<file path="src/rtl/vga_frame_monitor.sv">
// vga_frame_monitor: receive-side checker for the VGA output path.
// Recovers pixel/line position from hsync/vsync on pix_tick strobes, measures
// line and frame lengths, locks onto valid timing, flags sticky timing errors
// and publishes a CRC-16-CCITT signature of the active pixels of each locked frame.
// Optional build macro VGA_MON_LIT_COUNT_EN adds lit_count, the number of
// non-black active pixels in the last locked frame.
//
// state  | meaning
// SEARCH | no timing reference, waiting for a frame event
// ALIGN  | measuring one whole frame, it must be error-free to lock
// LOCKED | timing verified, frame CRC and count published each frame
`timescale 1ns/1ps
module vga_frame_monitor #(
    parameter int H_ACTIVE = 640,
    parameter int H_SYNC   = 96,
    parameter int H_BACK   = 48,
    parameter int H_TOTAL  = 800,
    parameter int V_ACTIVE = 480,
    parameter int V_SYNC   = 2,
    parameter int V_BACK   = 33,
    parameter int V_TOTAL  = 525
) (
    input  logic        clk,
    input  logic        reset,
    input  logic        pix_tick,
    input  logic        hsync,
    input  logic        vsync,
    input  logic [3:0]  vga_r,
    input  logic [3:0]  vga_g,
    input  logic [3:0]  vga_b,
    input  logic        clr_err,
    output logic        locked,
    output logic [9:0]  rec_x,
    output logic [9:0]  rec_y,
    output logic        rec_active,
    output logic [10:0] h_total_meas,
    output logic [10:0] v_total_meas,
    output logic        err_h,
    output logic        err_v,
    output logic [15:0] frame_count,
    output logic [15:0] frame_crc,
    output logic        crc_valid
`ifdef VGA_MON_LIT_COUNT_EN
    ,
    output logic [18:0] lit_count
`endif
);

    localparam logic [10:0] H_TOT_C  = 11'(H_TOTAL);
    localparam logic [10:0] H_SYNC_C = 11'(H_SYNC);
    localparam logic [10:0] V_TOT_C  = 11'(V_TOTAL);
    localparam logic [10:0] H_FIRST  = 11'(H_SYNC + H_BACK);
    localparam logic [10:0] H_LAST   = 11'(H_SYNC + H_BACK + H_ACTIVE - 1);
    localparam logic [10:0] V_FIRST  = 11'(V_SYNC + V_BACK);
    localparam logic [10:0] V_LAST   = 11'(V_SYNC + V_BACK + V_ACTIVE - 1);

    typedef enum logic [1:0] {SEARCH, ALIGN, LOCKED} state_t;

    state_t      state, state_nxt;
    logic        frame_err, frame_err_nxt;
    logic        hsync_prev, vsync_prev;
    logic [10:0] hcount, vcount;
    logic [15:0] crc;

    logic        h_fall, h_rise, f_evt;
    logic [10:0] h_len, v_len, hcount_nxt, vcount_nxt;
    logic        err_h_now, err_v_now, err_now;
    logic        pix_active, crc_emit;
    logic [15:0] crc_next;

    function automatic logic [10:0] sat_inc(input logic [10:0] v);
        return (v == 11'h7FF) ? v : v + 11'd1;
    endfunction

    // Shifts 12 data bits MSB first through CRC-16-CCITT (poly 0x1021).
    function automatic logic [15:0] crc12(input logic [15:0] c, input logic [11:0] d);
        logic [15:0] r;
        r = c;
        for (int i = 11; i >= 0; i--) begin
            if (r[15] ^ d[i]) r = {r[14:0], 1'b0} ^ 16'h1021;
            else              r = {r[14:0], 1'b0};
        end
        return r;
    endfunction

    // Tick-qualified sync edges, position update, error conditions and next state.
    always_comb begin
        h_fall     = pix_tick & hsync_prev & ~hsync;
        h_rise     = pix_tick & ~hsync_prev & hsync;
        f_evt      = h_fall & vsync_prev & ~vsync;
        h_len      = sat_inc(hcount);
        v_len      = sat_inc(vcount);
        hcount_nxt = h_fall ? 11'd0 : h_len;
        vcount_nxt = f_evt ? 11'd0 : (h_fall ? v_len : vcount);
        err_h_now  = (state != SEARCH) &
                     ((h_fall & (h_len != H_TOT_C)) | (h_rise & (h_len != H_SYNC_C)));
        err_v_now  = (state != SEARCH) & f_evt & (v_len != V_TOT_C);
        err_now    = err_h_now | err_v_now;
        pix_active = (hcount_nxt >= H_FIRST) && (hcount_nxt <= H_LAST) &&
                     (vcount_nxt >= V_FIRST) && (vcount_nxt <= V_LAST);
        crc_next   = crc12(crc, {vga_r, vga_g, vga_b});
        crc_emit   = f_evt & (state == LOCKED) & ~err_now;

        state_nxt     = state;
        frame_err_nxt = frame_err;
        case (state)
            SEARCH: begin
                if (f_evt) begin
                    state_nxt     = ALIGN;
                    frame_err_nxt = 1'b0;
                end
            end
            ALIGN: begin
                if (f_evt) begin
                    state_nxt     = (frame_err | err_now) ? ALIGN : LOCKED;
                    frame_err_nxt = 1'b0;
                end else if (err_now) begin
                    frame_err_nxt = 1'b1;
                end
            end
            LOCKED: begin
                if (err_now) state_nxt = SEARCH;
            end
            default: state_nxt = SEARCH;
        endcase
    end

    // State, counters, CRC and all registered outputs.
    always_ff @(posedge clk or posedge reset) begin
        if (reset) begin
            state        <= SEARCH;
            frame_err    <= 1'b0;
            hsync_prev   <= 1'b1;
            vsync_prev   <= 1'b1;
            hcount       <= '0;
            vcount       <= '0;
            crc          <= '0;
            locked       <= 1'b0;
            rec_x        <= '0;
            rec_y        <= '0;
            rec_active   <= 1'b0;
            h_total_meas <= '0;
            v_total_meas <= '0;
            err_h        <= 1'b0;
            err_v        <= 1'b0;
            frame_count  <= '0;
            frame_crc    <= '0;
            crc_valid    <= 1'b0;
        end else begin
            state     <= state_nxt;
            frame_err <= frame_err_nxt;
            locked    <= (state_nxt == LOCKED);
            crc_valid <= crc_emit;
            // a fresh error beats a simultaneous clear
            err_h     <= (err_h & ~clr_err) | err_h_now;
            err_v     <= (err_v & ~clr_err) | err_v_now;
            if (pix_tick) begin
                hsync_prev <= hsync;
                hcount     <= hcount_nxt;
                vcount     <= vcount_nxt;
                rec_active <= pix_active;
                rec_x      <= pix_active ? 10'(hcount_nxt - H_FIRST) : 10'd0;
                rec_y      <= pix_active ? 10'(vcount_nxt - V_FIRST) : 10'd0;
                if (h_fall) begin
                    vsync_prev   <= vsync;
                    h_total_meas <= h_len;
                end
                if (f_evt) begin
                    v_total_meas <= v_len;
                    crc          <= 16'hFFFF;
                end else if (pix_active) begin
                    crc <= crc_next;
                end
                if (crc_emit) begin
                    frame_crc   <= crc;
                    frame_count <= frame_count + 16'd1;
                end
            end
        end
    end

`ifdef VGA_MON_LIT_COUNT_EN
    logic [18:0] lit_acc;

    // Counts non-black active pixels per frame, published with the frame CRC.
    always_ff @(posedge clk or posedge reset) begin
        if (reset) begin
            lit_acc   <= '0;
            lit_count <= '0;
        end else begin
            if (f_evt)
                lit_acc <= '0;
            else if (pix_tick && pix_active && ({vga_r, vga_g, vga_b} != 12'd0))
                lit_acc <= lit_acc + 19'd1;
            if (crc_emit)
                lit_count <= lit_acc;
        end
    end
`else
    // Without the lit counter the colour inputs only feed the CRC.
`endif

endmodule

</file>
<file path="config.mk">
export PLATFORM = sky130hd
export DESIGN_NAME = vga_frame_monitor
export DESIGN_NICKNAME = d
export VERILOG_FILES = /design/src/rtl/vga_frame_monitor.sv
export SDC_FILE = /design/constraint.sdc
export NUM_CORES = 1
export LEC_CHECK = 0
export CAP_MARGIN = 30
export CORE_ASPECT_RATIO = 0.5
export CORE_UTILIZATION = 35
export CTS_BUF_LIST = sky130_fd_sc_hd__clkbuf_8 sky130_fd_sc_hd__clkbuf_16
export DETAILED_ROUTE_END_ITERATION = 10
export GPL_TIMING_DRIVEN = 0
export PLACE_DENSITY = 0.67
export SYNTH_ARGS = -nofsm -noshare
export SYNTH_HDL_FRONTEND = slang
export SYNTH_SLANG_ARGS = --single-unit
</file>
<file path="constraint.sdc">
create_clock -name clk -period 3.98 [get_ports clk]
set_input_delay 0.398 -clock clk [delete_from_list [all_inputs] [get_ports clk]]
set_output_delay 0.398 -clock clk [all_outputs]
set_load 0.005 [all_outputs]
</file>
# Yosys cells after proc, flatten, opt, wreduce, memory -nomap -nowiden
# Index checks and enable logic that the tools add are counted.
word_totals:
  output_inout_bits: 79
  word_cells: 128
  input_bits: 18
  reg_bits: 122
op_classes:
  n_mux: 30
  eq_ne: 10
  add_sub_neg: 5
  reduce_logical: 12
  n_bitwise: 49
  order_cmp: 4
ops:
  columns: ["op", "count"]
  rows:
  - ["2-to-1 mux 13 bit", 12]
  - ["2-to-1 mux 11 bit", 5]
  - ["inverter 3 bit", 12]
  - ["2-to-1 mux 16 bit", 2]
  - ["adder 11 x 1 -> 11 bit (second input constant)", 2]
  - ["equality test 11 bit (second input constant)", 2]
  - ["<= comparator 11 x 10 -> 1 bit (second input constant)", 2]
  - ["!= test 11 x 10 -> 1 bit (second input constant)", 2]
  - ["2-to-1 mux 10 bit", 2]
  - ["adder 16 x 1 -> 16 bit (second input constant)", 1]
  - ["AND 1 bit", 15]
  - ["XOR 1 bit", 12]
  - ["greater-or-equal comparator 11 x 6 -> 1 bit (second input constant)", 1]
  - ["greater-or-equal comparator 11 x 8 -> 1 bit (second input constant)", 1]
  - ["!= test 11 x 7 -> 1 bit (second input constant)", 1]
  - ["subtractor 10 x 6 -> 10 bit (second input constant)", 1]
  - ["subtractor 10 x 8 -> 10 bit (second input constant)", 1]
  - ["2-to-1 mux 2 bit", 4]
  - ["AND reduction 2 bit", 4]
  - ["one-hot mux 2 bit (3 select lines)", 1]
  - ["nonzero test 2 bit", 3]
  - ["inverter 1 bit", 5]
  - ["OR 1 bit", 5]
  - ["equality test 2 bit (second input constant)", 2]
  - ["8 further kinds", 12]

# Longest topological paths before layout
# Gate-level depths: netlist of run 1.
depth:
  depth_word: 26
  ltp_mapped: 15
  ltp_nobuf: 12

# Least setup slack after synthesis of run 1
# No wires, ideal clock.
synth_timing:
  path_kind: "reg2reg"
  start: "register vcount[1]"
  end: "register crc[10]"
  stages_incl_launch_ff: 15
  n_path_buf: 2
  path_slack_ps: 473
  arrival_time_ps: 3420
  setup_time_ps: 87
  period_less_slack_ps: 3507
  required_ps: 3893
  path_cell_list: "dfrtp_1 > ha_1 > nand4_4 > o31ai_1 > mux2i_1 > nor2_1 > ha_1 > nor2b_1 > or4_1 > o32ai_2 > o21ai_1 > or3_1 > buf_2 > buf_6 > a211oi_2"
synth_via:
  elab_chain_cells: 9
  elab_cells_between_ends: 11
  classes_between: "add/sub: 1; order compare: 2; eq/ne: 1; mux: 3; reduce/logical: 4"
synth_lines:
  columns: ["element", "line", "text"]
  rows:
  - ["start: declaration", "62", "logic [10:0] hcount, vcount;"]
  - ["start signal: assignment", "160", "vcount <= vcount_nxt;"]
  - ["adder 11 x 1 -> 11 bit / equality test 11 bit (equally long branches)", "72", "return (v == 11'h7FF) ? v : v + 11'd1;"]
  - ["2-to-1 mux 11 bit", "72", null]
  - ["2-to-1 mux 11 bit (*) (2 in a row)", "94", "vcount_nxt = f_evt ? 11'd0 : (h_fall ? v_len : vcount);"]
  - ["named net vcount_nxt[1]", "66", "logic [10:0] h_len, v_len, hcount_nxt, vcount_nxt;"]
  - ["greater-or-equal comparator 11 x 6 -> 1 bit", "100", "(vcount_nxt >= V_FIRST) && (vcount_nxt <= V_LAST);"]
  - ["logical AND 1 bit", "99", "pix_active = (hcount_nxt >= H_FIRST) && (hcount_nxt <= H_LAST) &&"]
  - ["logical AND 1 bit (*)", "100", null]
  - ["nonzero test 2 bit (no source line) (*)", null, null]
  - ["AND reduction 2 bit (no source line) (*)", null, null]
  - ["end signal: assignment", "172", "crc <= crc_next;"]
  - ["end: declaration", "63", "logic [15:0] crc;"]
# Mark *: on every way through the listed nets, which the timed path passes. The rest lies on a longest branch.
# A chain may end at the register's enable or synchronous reset.

# Final worst setup path of run 1
layout_timing:
  start: "register vcount[1]"
  end: "register crc[6]"
layout_via:
  elab_chain_cells: 9
  elab_cells_between_ends: 11
  classes_between: "add/sub: 1; order compare: 2; eq/ne: 1; mux: 3; reduce/logical: 4"
layout_lines:
  columns: ["element", "line"]
  rows:
  - ["adder 11 x 1 -> 11 bit / equality test 11 bit (equally long branches)", "72"]
  - ["2-to-1 mux 11 bit", "72"]
  - ["2-to-1 mux 11 bit (*) (2 in a row)", "94"]
  - ["greater-or-equal comparator 11 x 6 -> 1 bit", "100"]
  - ["logical AND 1 bit", "99"]
  - ["logical AND 1 bit (*)", "100"]
  - ["nonzero test 2 bit (no source line) (*)", null]
  - ["AND reduction 2 bit (no source line) (*)", null]
# Every way passes the cells marked *; elsewhere a longest branch is shown, timed or not.

==> flow_summary.ini, run 1 <==
[status]
status = finished with violations
violations = design-rule violations

[setup_path]
criticalPathCategory = flop to flop
cp_slowest_cell = or4_1
worstSetupStartpoint = vcount[1]
path_buf_inv = 2
r2r_start = vcount[1]
cp_top_family = simple AND/OR/NAND/NOR gates
startpoint_type = flop
crit_chain = ha_2, nand4_4, o31ai_4, xor2_1, or2_2, ha_1, nor2b_1, or4_1, o32ai_4, o21ai_2, or3_1, buf_2, buf_6, a211oi_2
cp_slowest_stage_delay_ns = 0.47
critPathRequiredTime_ns = 4.31
worst_setup_path_end_kind = flop
critPathMaxFanout = 10
worstPathArrival_ns = 4.17

[placed_design]
dpl.cell_count = 1103
numPortBuffers = 96
gp_congestion = 0.899
placed_cell_area_um2 = 8310
dp_hpwl_mm = 13.9

[detailed_routing]
drc_errors = 1
drt_wl_total_mm = 19.3
vias_per_cell = 5.30
ant_nets = 0
drtIter0Drc = 421
wire_per_inst_um = 17.0
first_pass_iters = 8
vias = 6012

[cells_and_area]
multi_input_area_um2 = 3680
syn_to_final_growth_pct = 29.5
diodes = 0
fin_util = 0.463
ff_latch_area_um2 = 3060
final_layout_size_suffix_gt1_frac = 0.147
fillCellCount = 1835
final_nets = 884
stdcell_count = 1134
final_cell_area_um2 = 9040

[flow_run]
maxCapViolations = 0

[yosys]
async_flop_share = 1.00
synth_cell_types = 73
synth_edf_count = 0
syn_nets = 766
syn_inst = 740
synth_top_area_frac = 0.430
synth_most_common_cell = dfrtp_1
ys_warn_count = 0
synth_area_per_cell_um2 = 9.43
ys.flop_type = dfrtp_1
synth-seq-cells = 122
syn_area_um2 = 6980
synth_top_cells_by_count = 120 x dfrtp_1, 76 x nor2_1, 72 x nand2_1
synthTopCellsByArea = dfrtp_1 43%, xnor2_1 5.5%, nor2_1 4.1%, nand2_1 3.9%, mux2_2 3.5%
seq_area_frac_synth = 0.438
synth_area_leader_cell = dfrtp_1

[sta]
skew_ns = 0.00868
drv_slew = 0
final_hold_viol_count = 0
setup_viol = 0
relSlewSlack = 0.375
fin_crit_sh = 0.965
clock.fmax_ghz = 0.260
fin_hold_ws_ns = 0.304
min_period_ns = 3.84
worst_pin_slew_ns = 0.930

[power_and_ir_drop]
share_comb_of_total_power = 0.260
p_clk_frac = 0.385
sequentialPowerShare = 0.355
ir_drop_mv = 0.318
intPower_w = 0.00290
p_sw_w = 0.00129
powerDensity_nw_per_um2 = 463
power_leakage_nw = 3.74
swShare = 0.307

[floorplan]
dieArea_um2 = 20500
dieWidth_um = 202
std_cell_rows = 36
core-area_um2 = 19500
start_util = 0.358
die_h_um = 102
pin_count = 97

[global_routing]
grt_usage = 0.194
antenna_found_initial = 0
grt_pass1_vias = 5781
grt_max_degree = 97
grt_pass1_wl_mm = 31.3
grt_overflow = 0

[clock_tree]
htree_levels = 4
numCtsBuffers = 17
cts_root_buffer = clkbuf_16
tritoncts = yes
clkTransAtPathRegs_ns = 0.06
clk_path_buf_depth = 2
clk_latency_ns = 0.42
cts_hold_buf = 0
clock_sinks = 122

[worst_hold_path]
hp-class = input pin to asynchronous set/reset pin
[logic make-up after synthesis]
group | after synthesis | share of synthesized area
and+or+nand+nor | 279 | 0.206
muxes | 30 | 0.0475
AOI/OAI and AO/OA | 157 | 0.165
buffers and inverters | 80 | 0.0489
DFF | 122 | 0.438
xor gates and xnor gates | 64 | 0.0803
adders and majority gates | 8 | 0.0143
[power by group through the flow]
stage	Clock, W	Combinational, W	Sequential (W)
after floorplan	0	0.000711	0.00148
after global placement	0	0.00102	0.00150
after detailed placement	0	0.00104	0.00150
after CTS	0.00164	0.00106	0.00149
after global routing	0.00169	0.00120	0.00151
final	0.00161	0.00109	0.00149
[per-layer routing]
metal / up-vias / global-route usage / wire, um
met5: - / 0 / 0
met4: 0 / 0.0629 / 245
met3: 24 / 0.0402 / 849
met2: 149 / 0.296 / 8680
met1: 2976 / 0.275 / 9500
li1: 2863 / - / -
[path summary, 6_finish.rpt]
path / slack (ns) / cells past startpoint / end
min in group clk: 0.37 / 2 / hsync_prev
worst max register to register: 0.14 / 14 / crc[6]
worst min register to register: 0.46 / 2 / vsync_prev
worst min-delay path: 0.30 / 2 / frame_count[7]
max in group asynchronous: 2.91 / 3 / hsync_prev
worst max-delay path: 0.14 / 14 / crc[6]
[registers in the layout, indices dropped and copies added (netlist names), 2 cells and up]
signal and count:
crc 16, frame_crc 16, rec_x 10, hcount 11, frame_count 16, vcount 11, h_total_meas 11, v_total_meas 11
rec_y 10, state 2
[metrics by stage]
stage | setup slack (ns) | TNS, ns | total power, W
after floorplan | 0.343 | 0 | 0.00219
after global placement | -1.50 | -200.65 | 0.00252
after detailed placement | -0.730 | -26.29 | 0.00255
after CTS | 0.00325 | 0 | 0.00419
after global routing | -0.00417 | -0.00453 | 0.00440
final | 0.139 | 0 | 0.00419
[final cells by class]
| cell class | count | area share |
|---|---|---|
| Clock buffer | 22 | 0.0547 |
| Sequential cell | 122 | 0.338 |
| Clock inverter | 7 | 0.0129 |
| Multi-Input combinational cell | 538 | 0.407 |
| Tap cell | 266 | 0.0368 |
| Inverter | 34 | 0.0147 |
| Buffer | 46 | 0.0242 |
| Timing Repair Buffer | 99 | 0.111 |
[timing repair]
action	in CTS	in global routing
setup buffers	0	2
setup endpoints to repair	53	64
resized for setup	9	14
pin swaps	0	3
[cells in the final DEF, fill, tap and decap left out, types with 6 or more instances in the layout]
| cell type | netlist | routed |
|---|---|---|
| nor2b_1 | 7 | 6 |
| dfrtp_1 | 120 | 119 |
| inv_1 | 33 | 33 |
| buf_2 | 15 | 16 |
| o21ai_0 | 42 | 42 |
| nand2_1 | 72 | 72 |
| and2_1 | 10 | 9 |
| o211ai_1 | 6 | 6 |
| a21oi_1 | 18 | 18 |
| nor3_1 | 18 | 18 |
| a31oi_1 | 6 | 6 |
| and3_1 | 11 | 11 |
| mux2i_1 | 7 | 7 |
| nand2b_1 | 7 | 7 |
| o22ai_1 | 20 | 20 |
| a211oi_2 | 13 | 13 |
| nor4_1 | 12 | 10 |
| nor2_1 | 76 | 75 |
| mux2_2 | 22 | 22 |
| xor2_1 | 20 | 20 |
| xnor2_1 | 44 | 44 |
| nand3_1 | 25 | 24 |
| nand4_1 | 8 | 8 |
| ha_1 | 8 | 7 |
| o21a_1 | 6 | 6 |
| clkdlybuf4s50_1 | 0 | 95 |
| clkbuf_16 | 0 | 17 |
| clkbuf_1 | 24 | 23 |
No activity file was read; power rests on OpenSTA's default activity.
==> run 2, diff against run 1 <==
- clock period: 3.98 -> 3.65 ns (I/O delays scaled with it)
==> flow_summary.ini, run 2 (synthesis gave the netlist of run 1 again) <==
[floorplan]
pin_count = 97
core-area_um2 = 19500
die_h_um = 102
start_util = 0.358
std_cell_rows = 36
dieWidth_um = 202
dieArea_um2 = 20500

[power_and_ir_drop]
swShare = 0.308
sequentialPowerShare = 0.349
powerDensity_nw_per_um2 = 506
intPower_w = 0.00322
power_leakage_nw = 3.80
share_comb_of_total_power = 0.272
p_clk_frac = 0.378
ir_drop_mv = 0.351
p_sw_w = 0.00143

[cells_and_area]
final_cell_area_um2 = 9200
final_common_cell = dfrtp_1
mostFrequentLayoutCells = 118 x dfrtp_1, 95 x clkdlybuf4s50_1, 74 x nor2_1, 71 x nand2_1, 44 x xnor2_1
diodes = 0
final_layout_size_suffix_gt1_frac = 0.172
fillCellCount = 1825
syn_to_final_growth_pct = 31.7
final_nets = 892
stdcell_count = 1142
layout_top_registers = crc x16, frame_count x16, frame_crc x16

[sta]
drv_slew = 0
clock.fmax_ghz = 0.283
final_hold_viol_count = 0
setup_tns_ns = 0
min_period_ns = 3.54
relSlewSlack = 0.368
fin_hold_ws_ns = 0.269
worst_pin_slew_ns = 0.940
setup_ws_ns = 0.112
skew_ns = 0.00990
fin_crit_sh = 0.969
setup_viol = 0

[clock_tree]
tritoncts = yes
cts_hold_buf = 0
clock_sinks = 122
clkTransAtPathRegs_ns = 0.06
clk_path_buf_depth = 2
htree_levels = 4
numCtsBuffers = 17
cts_root_buffer = clkbuf_16
clk_latency_ns = 0.43

[placed_design]
dpl.cell_count = 1103
placed_cell_area_um2 = 8310
pre_cts_ws_ns = -1.03
numPortBuffers = 96
gp_congestion = 0.899
dp_hpwl_mm = 13.9

[global_routing]
grt_usage = 0.195
antenna_found_initial = 0
grt_pass1_vias = 5838
grt_overflow = 0
grt_max_degree = 97
grt_pass1_wl_mm = 31.5

[detailed_routing]
drtIter0Drc = 402
vias = 6046
first_pass_iters = 8
drc_errors = 1
ant_nets = 0
vias_per_cell = 5.29
drt_wl_total_mm = 19.5
wire_per_inst_um = 17.1

[flow_run]
maxCapViolations = 0

[status]
violations = design-rule violations
status = finished with violations

[setup_path]
worstPathArrival_ns = 3.87
startpoint_type = flop
worst_setup_path_end_kind = flop
critPathRequiredTime_ns = 3.98
critPathMaxFanout = 10
criticalPathCategory = flop to flop

[worst_hold_path]
hp-class = input pin to asynchronous set/reset pin
[run 2: cell types whose count changed in the layout (fill, tap and decap cells not counted), sizes merged]
cell	previous run	this run
buf	26	35
clkbuf	45	44
dlygate4sd2	0	1
dlymetal6s2s	1	0
[run 2: critical path, stage by stage, from the launching register on]
cell      delay [ns]
dfrtp_2         0.43
ha_4            0.17
nand4_4         0.14
o31ai_4         0.37
xor2_1          0.23
or2_4           0.17
ha_1            0.15
nor2b_1         0.04
or4_4           0.44
o32ai_4         0.27
o21ai_2         0.13
or3_1           0.38
buf_6           0.16
buf_6           0.16
a211oi_2        0.19
[run 2: power by group through the flow]
stage               Clock [W]  Sequential [W]  Combinational, W
floorplan                   0         0.00161          0.000775
global placement            0         0.00163           0.00112
detailed placement          0         0.00164           0.00114
CTS                   0.00179         0.00162           0.00120
global route          0.00184         0.00165           0.00139
finish                0.00176         0.00162           0.00127
[run 2: timing repair]
| item | CTS | global route |
|---|---|---|
| pin swaps | 3 | 6 |
| setup endpoints to repair | 69 | 65 |
| resized for setup | 27 | 20 |
| buffers inserted | 4 | 8 |
[run 2: final timing paths]
check / startpoint / endpoint / slack, ns / cells past startpoint
setup / recovery: vcount[1] / crc[6] / 0.11 / 14
hold / removal: reset / frame_count[7] / 0.27 / 2
setup reg to reg: vcount[1] / crc[6] / 0.11 / 14
hold reg to reg: vsync_prev / vsync_prev / 0.46 / 2
max in group asynchronous: reset / hcount[6] / 2.61 / 3
min in group clk: vsync_prev / vsync_prev / 0.46 / 2
[run 2: metrics by stage]
stage | power [W] | util
floorplan | 0.00239 | -
global placement | 0.00275 | 0.424
CTS | 0.00461 | 0.465
global route | 0.00488 | 0.471
finish | 0.00465 | 0.471
detailed placement | 0.00278 | 0.426
[run 2: layer usage]
metal  share of wire  routed length (um)  track usage  up-vias
met5               0                   0            0        -
met4           0.016                 315       0.0659        0
met3           0.044                 865       0.0421       30
met2            0.45                8740        0.296      144
met1            0.49                9570        0.277     2988
li1                -                   -            -     2884
[run 2: area by class of cell]
class,count,area [um2],area share
multi-input cells,538,3760,0.409
flip-flops and latches,122,3060,0.333
repair buffers,109,1080,0.117
clock buffers,22,494,0.0537
well taps,266,333,0.0362
plain buffers,44,226,0.0246
inverters,34,133,0.0144
clock inverters,7,116,0.0127
